`src/rtl/async_fifo.sv`:
```
// async_fifo: depth x width single-clock FIFO, async active-low reset, full/empty flags.
// Define FIFO_FWFT_EN for first-word fall-through reads (0-cycle read latency).
module async_fifo #(
  parameter int depth = 8,
  parameter int width = 8,
  parameter int addr  = $clog2(depth)
) (
  input  logic             clk,
  input  logic             rst,
  input  logic             wr,
  input  logic [width-1:0] wr_data,
  input  logic             rd,
  output logic [width-1:0] rd_data,
  output logic             full,
  output logic             empty
);

  logic [addr:0]      wr_ptr;
  logic [addr:0]      rd_ptr;
  logic [width-1:0]   FIFO [depth];
  logic               wr_en;
  logic               rd_en;
  logic [addr-1:0]    wr_idx;
  logic [addr-1:0]    rd_idx;

  assign wr_idx = wr_ptr[addr-1:0];
  assign rd_idx = rd_ptr[addr-1:0];

  // Extra pointer MSB tells a full ring from an empty one.
  assign empty = (wr_ptr == rd_ptr);
  assign full  = (wr_ptr[addr] != rd_ptr[addr]) &&
                 (wr_idx == rd_idx);

  assign wr_en = wr & ~full;
  assign rd_en = rd & ~empty;

  always_ff @(posedge clk or negedge rst) begin
    if (!rst) begin
      wr_ptr <= '0;
      for (int i = 0; i < depth; i++) begin
        FIFO[i] <= '0;
      end
    end else if (wr_en) begin
      FIFO[wr_idx] <= wr_data;
      wr_ptr       <= wr_ptr + 1'b1;
    end
  end

  always_ff @(posedge clk or negedge rst) begin
    if (!rst) begin
      rd_ptr <= '0;
    end else if (rd_en) begin
      rd_ptr <= rd_ptr + 1'b1;
    end
  end

`ifdef FIFO_FWFT_EN
  assign rd_data = empty ? '0 : FIFO[rd_idx];
`else
  logic [width-1:0] rd_q;

  always_ff @(posedge clk or negedge rst) begin
    if (!rst) begin
      rd_q <= '0;
    end else if (rd_en) begin
      rd_q <= FIFO[rd_idx];
    end
  end

  assign rd_data = rd_q;
`endif

endmodule

```
`config.mk`:
```
export PLATFORM = sky130hd
export DESIGN_NAME = async_fifo
export DESIGN_NICKNAME = d
export VERILOG_FILES = /design/src/rtl/async_fifo.sv
export SDC_FILE = /design/constraint.sdc
export NUM_CORES = 1
export LEC_CHECK = 0
export ABC_CLOCK_PERIOD_IN_PS = 2200
export BUFFER_PORTS_ARGS = -buffer_cell sky130_fd_sc_hd__buf_2
export CAP_MARGIN = 20
export CORE_MARGIN = 1.5
export CORE_UTILIZATION = 58
export DETAILED_ROUTE_END_ITERATION = 10
export GPL_ROUTABILITY_DRIVEN = 1
export GPL_TIMING_DRIVEN = 0
export PLACE_DENSITY_LB_ADDON = 0.25
export SLEW_MARGIN = 20
export SYNTH_ARGS = -nofsm -noshare
export SYNTH_HDL_FRONTEND = slang
export SYNTH_SLANG_ARGS = --single-unit
```
`constraint.sdc`:
```
create_clock -name clk -period 2.2 [get_ports clk]
set_input_delay 0.22 -clock clk [delete_from_list [all_inputs] [get_ports clk]]
set_output_delay 0.22 -clock clk [all_outputs]
set_load 0.1 [all_outputs]
```
======== Yosys cells after proc, flatten, opt, wreduce, memory -nomap -nowiden ========
Index checks and enable logic that the tools add are counted.
storage, ports and cells
  register bits ........................... 80
  latch bits .............................. 0
  memories kept ........................... 0
  output and inout port bits .............. 10
  RAM bits ................................ 0
  bits in read-only memories .............. 0
  input port bits ......................... 12
cells by class
  multiplexer cells ....................... 6
  div/mod/pow operators ................... 0
  reduce and logical (&&, ||, !) cells .... 2
  multiply operators ...................... 0
  shift operators ......................... 0
  $lt $le $gt $ge ......................... 3
  bitwise gates (word level) .............. 6
  eq/ne operators ......................... 3
  add/sub/neg operators ................... 2
operators by type and width
  cell                                                        number
  bitwise mux 64 bit                                          1
  binary-select mux 8 bit (select 3 bit)                      1
  demux 8 bit (select 3 bit)                                  1
  2-to-1 mux 8 bit                                            3
  adder 4 x 1 -> 4 bit, second input constant                 2
  >= comparator 4 bit, second input constant                  2
  inverter 3 -> 4 bit                                         2
  equality test 4 bit                                         1
  less-than comparator 4 x 1 -> 1 bit, second input constant  1
  equality test 3 bit                                         1
  bitwise AND 1 bit                                           2
  logical AND 1 bit                                           2
  inverter 1 bit                                              2
  inequality test 1 bit                                       1

======== Logic depth before layout (Yosys ltp) ========
  depth in word-level cells ............... 6
  mapped depth ............................ 7
  gate-level depth less buffers ........... 5

======== Least setup slack after synthesis ========
OpenSTA, ideal clock, no wires.
  path kind ............................... register to output
  start ................................... register rd_ptr[2]
  end ..................................... output empty
  data arrival time ....................... 3.693 ns
  cell stages (with the launch flop) ...... 4
  slack ................................... -1.713 ns
  data required time ...................... 1.980 ns
  path through ............................ dfrtp_1 -> clkbuf_1 -> xor2_1 -> nor4_1
between the ends
  word-level cells in the longest chain between the ends .. 1
ends and longest elaborated chain
  item                    RTL line  source
  start, declared         19        logic [addr:0] rd_ptr;
  start signal, assigned  53        rd_ptr <= rd_ptr + 1'b1;
  equality test 4 bit     30        assign empty = (wr_ptr == rd_ptr);
  end, declared           15        output logic empty
Every way passes these cells.

======== Worst setup path after layout ========
  start ................................... register rd_ptr[2]
  end ..................................... register rd_ptr[1]
between the ends
  word-level cells in the longest chain between the ends .. 3
ends and longest elaborated chain
  item                 RTL line  source
  equality test 4 bit  30
  inverter 1 bit       35        assign rd_en = rd & ~empty;
  bitwise AND 1 bit    35
Every way passes these cells.
A chain may end at the register's enable or synchronous reset.

==> summary.md <==
| Metric | Value |
|---|---|
| R2R cell count | `5` |
| Max_slew headroom | `42.5%` |
| H-tree depth | `3` |
| Number of inserted diodes | `0` |
| Static leakage | `1.90 nW` |
| WL per Instance | `a little over 20 um` |
| Dpl cells | `about 340` |
| Clock Tree Buf Depth | `2` |
| Nets | `288` |
| Initial antenna violation count | `0` |
| Drt first pass iters | `5` |
| Power per Cell Area | `~1700 nW/um2` |
| Nature of the critical path endpoint | `flip-flop` |
| I/O Buffers | `21` |
| Largest area contributor in the netlist | `dfrtp_1` |
| Ys Warns | `0` |
| Seq/Total Area, Yosys | `between 50% and 60%` |
| Period minus WS final | `roughly 2.2 ns` |
| Number of synthesized flops with an enable pin | `0` |
| Most common flop cell mapped by yosys | `dfrtp_1` |
| Synthesized flop and latch total | `80` |
| Final cycle utilization of the critical path | `slightly below 100%` |
| CTS tree | `done` |
| Syn avg cell area | `between 15 and 20 um2` |
| WL final | `between 7 and 8 mm` |
| Hold depth | `3` |
| Max Cap Viol | `0` |
| Routed via count | `2,064` |
| Initial Utilization | `between 50% and 60%` |
| Unrepaired setup endpoints after global routing | `false` |
| Area share of the largest cell type after synthesis | `approximately 54%` |
| Layout area overhead | `14.5%` |
| Critical path type | `flip-flop to flip-flop` |
| Number of routed nets with antenna violations | `0` |
| Status | `complete, no violations` |
| Total core area | `~6300 um2` |
| Layout cell share with drive strength beyond 1 | `roughly 51%` |
| Distinct cells, synth | `28` |
| Root buffer cell | `clkbuf_8` |
| Die ar. | `about 6900 um2` |
| Worst r2r dst | `rd_ptr[1]` |
| Clock-pin slew on the worst setup and hold paths | `roughly 0.080 ns` |
| Syn Inst Count | `238` |
| CP Data Arrival Time | `roughly 2.4 ns` |
| Row count | `29` |
| Hpwl dp | `about 4.5 mm` |
| Cell area after synthesis | `3730 um2` |
| Tightest Pin Transition | `approximately 0.86 ns` |
| Via density | `between 5 and 6` |
| Post-DP Area | `~4000 um2` |
| Grt ovf | `0` |
| Async SR Flop Fraction | `100%` |
| Inserted Clock Buffers | `9` |
| I/O pin cnt | `22` |
| Worst-Skew Late Latency | `around 0.35 ns` |
| Worst min path class | `input port to flip-flop` |
| Final GP Congestion | `0.762` |
| DRC viols | `0` |
| Max Slew Vio Count | `0` |
| Area contributors post-synth | `dfrtp_1 (54%), mux2_2 (15%), mux4_2 (9.7%), mux2_4 (6.4%), mux2i_1 (2.1%)` |
| Final instance area | `approximately 4300 um2` |
| Post-Syn Nets | `approximately 250` |
| First-pass GRT wire length | `11.8 mm` |
| Worst Setup Start Kind | `flip-flop` |
| Die H | `a little over 80 um` |
| All-Layer GR Usage | `between 20 and 25%` |
| Max VDD drop | `around 1.2 mV` |
| Achievable Freq | `roughly 460 MHz` |
| Vias in the first global route | `2,164` |
| Die X | `around 83 um` |
| CTS sink count | `80` |
| 1st-iter DRT viols | `79` |
| Setup-failing EPs final | `0` |
| Worst Clk Skew | `roughly 0.0076 ns` |
| Worst Hold End | `wr_ptr[2]` |
| Post-route insts no fill | `about 360` |
| Worst Min Path Start | `wr` |
| Final Hold Viols | `0` |
| Reg2reg setup slack | `between 0.04 and 0.05 ns` |
| CP Data Required Time | `roughly 2.4 ns` |
| Most common cell in the netlist | `dfrtp_1` |
| Setup tns final | `0 ns` |
| Reg-to-reg startpoint | `rd_ptr[2]` |
| CP Max Fanout | `10` |
| Commonest cells post-synth | `dfrtp_1 (80), mux2_2 (50), mux2_4 (16), mux4_2 (16), nand2_1 (10)` |
| WHS | `about 0.19 ns` |
| Largest net degree at the start of global routing | `42` |
registers in the layout, indices dropped and copies added, names as in the netlist:
signal   count
wr_ptr       4
rd_ptr       4
FIFO        64
rd_data      8
what timing repair did:
item,CTS,global route
gates resized for setup,4,8
endpoints found under the setup margin,21,29
hold buffers,1,0
pin swaps,0,2
endpoints found under the hold margin,39,0
setup buffers,0,2
cloned,0,0
cell families (layout without fill, tap and decap cells):
group | count (synthesis) | in the layout | share of synthesized area (%)
multiplexers | 90 | 90 | 33.4
XOR/XNOR | 13 | 13 | 3.06
flip-flops | 80 | 80 | 53.7
adder cells (fa/ha/maj) | 2 | 2 | 0.671
buffers and inverters | 17 | 58 | 2.62
AND/OR/NAND/NOR | 27 | 27 | 5.24
AO/OA/AOI/OAI | 9 | 9 | 1.31
layout make-up:
cell class	instances	area (um2)
Clock buffer	12	145
Fill cell	452	2010
Inverter	2	10.0
Sequential cell	80	2000
Multi-Input combinational cell	141	1660
Tap cell	77	96.3
Timing Repair Buffer	25	183
Clock inverter	4	76.3
Buffer	15	98.8
power by group:
group | internal, mW | switching (mW)
clock network | 0.676 | 0.529
registers | 2.22 | 0.395
logic | 1.69 | 1.84
total | 4.58 | 2.76
worst max-delay path by stage:
stage               from          to  slack [ns]  cells past startpoint
2_1_floorplan  rd_ptr[2]       empty        0.07                      3
3_3_place_gp   rd_ptr[2]  rd_data[6]       -0.19                      5
3_5_place_dp   rd_ptr[2]  rd_data[6]       -0.25                      5
4_1_cts        rd_ptr[1]       empty        0.01                      4
5_1_grt        rd_ptr[2]   rd_ptr[1]       0.007                      5
6_report       rd_ptr[2]   rd_ptr[1]        0.04                      5
metrics by stage:
stage | power [mW] | setup WS, ns | util [%]
floorplan | 5.40 | 0.0657 | -
global placement | 5.98 | -0.189 | 62.8
detailed placement | 6.09 | -0.252 | 63.2
CTS | 7.33 | 0.0119 | 67.1
global route | 7.76 | 0.00708 | 68.0
finish | 7.35 | 0.0404 | 68.0
cell usage in the layout, fill, tap and decap left out, types with 2 or more instances in the layout:
cell type and n:
nor4b_4 2, buf_2 22, clkbuf_8 10, nor2_1 2
clkbuf_1 3, buf_12 3, or4_4 2, o21ai_0 8
xor2_1 6, nand3_1 3, nand2_1 10, mux4_2 16
or3_1 2, bufinv_16 2, clkbuf_4 3, mux2_2 50
mux2i_1 8, ha_1 2, buf_6 3, clkbuf_2 3
buf_4 3, mux2_4 16, xnor2_1 6, dfrtp_1 80
metal layers:
metal | vias up | share of wire (%) | GRT usage (%)
li1 | 940 | - | -
met5 | - | 0 | 0
met2 | 31 | 50 | 36.7
met4 | 0 | 1.8 | 7.73
met1 | 1080 | 46 | 32.1
met3 | 13 | 2.5 | 5.67
critical path, cell delays in order, from the launching register on:
cell	delay (ns)
dfrtp_1	0.40
clkbuf_2	0.28
xor2_1	0.25
o41ai_1	0.45
clkbuf_4	0.33
mux2_2	0.35
Note: power is estimated with default switching activity, not from simulation.
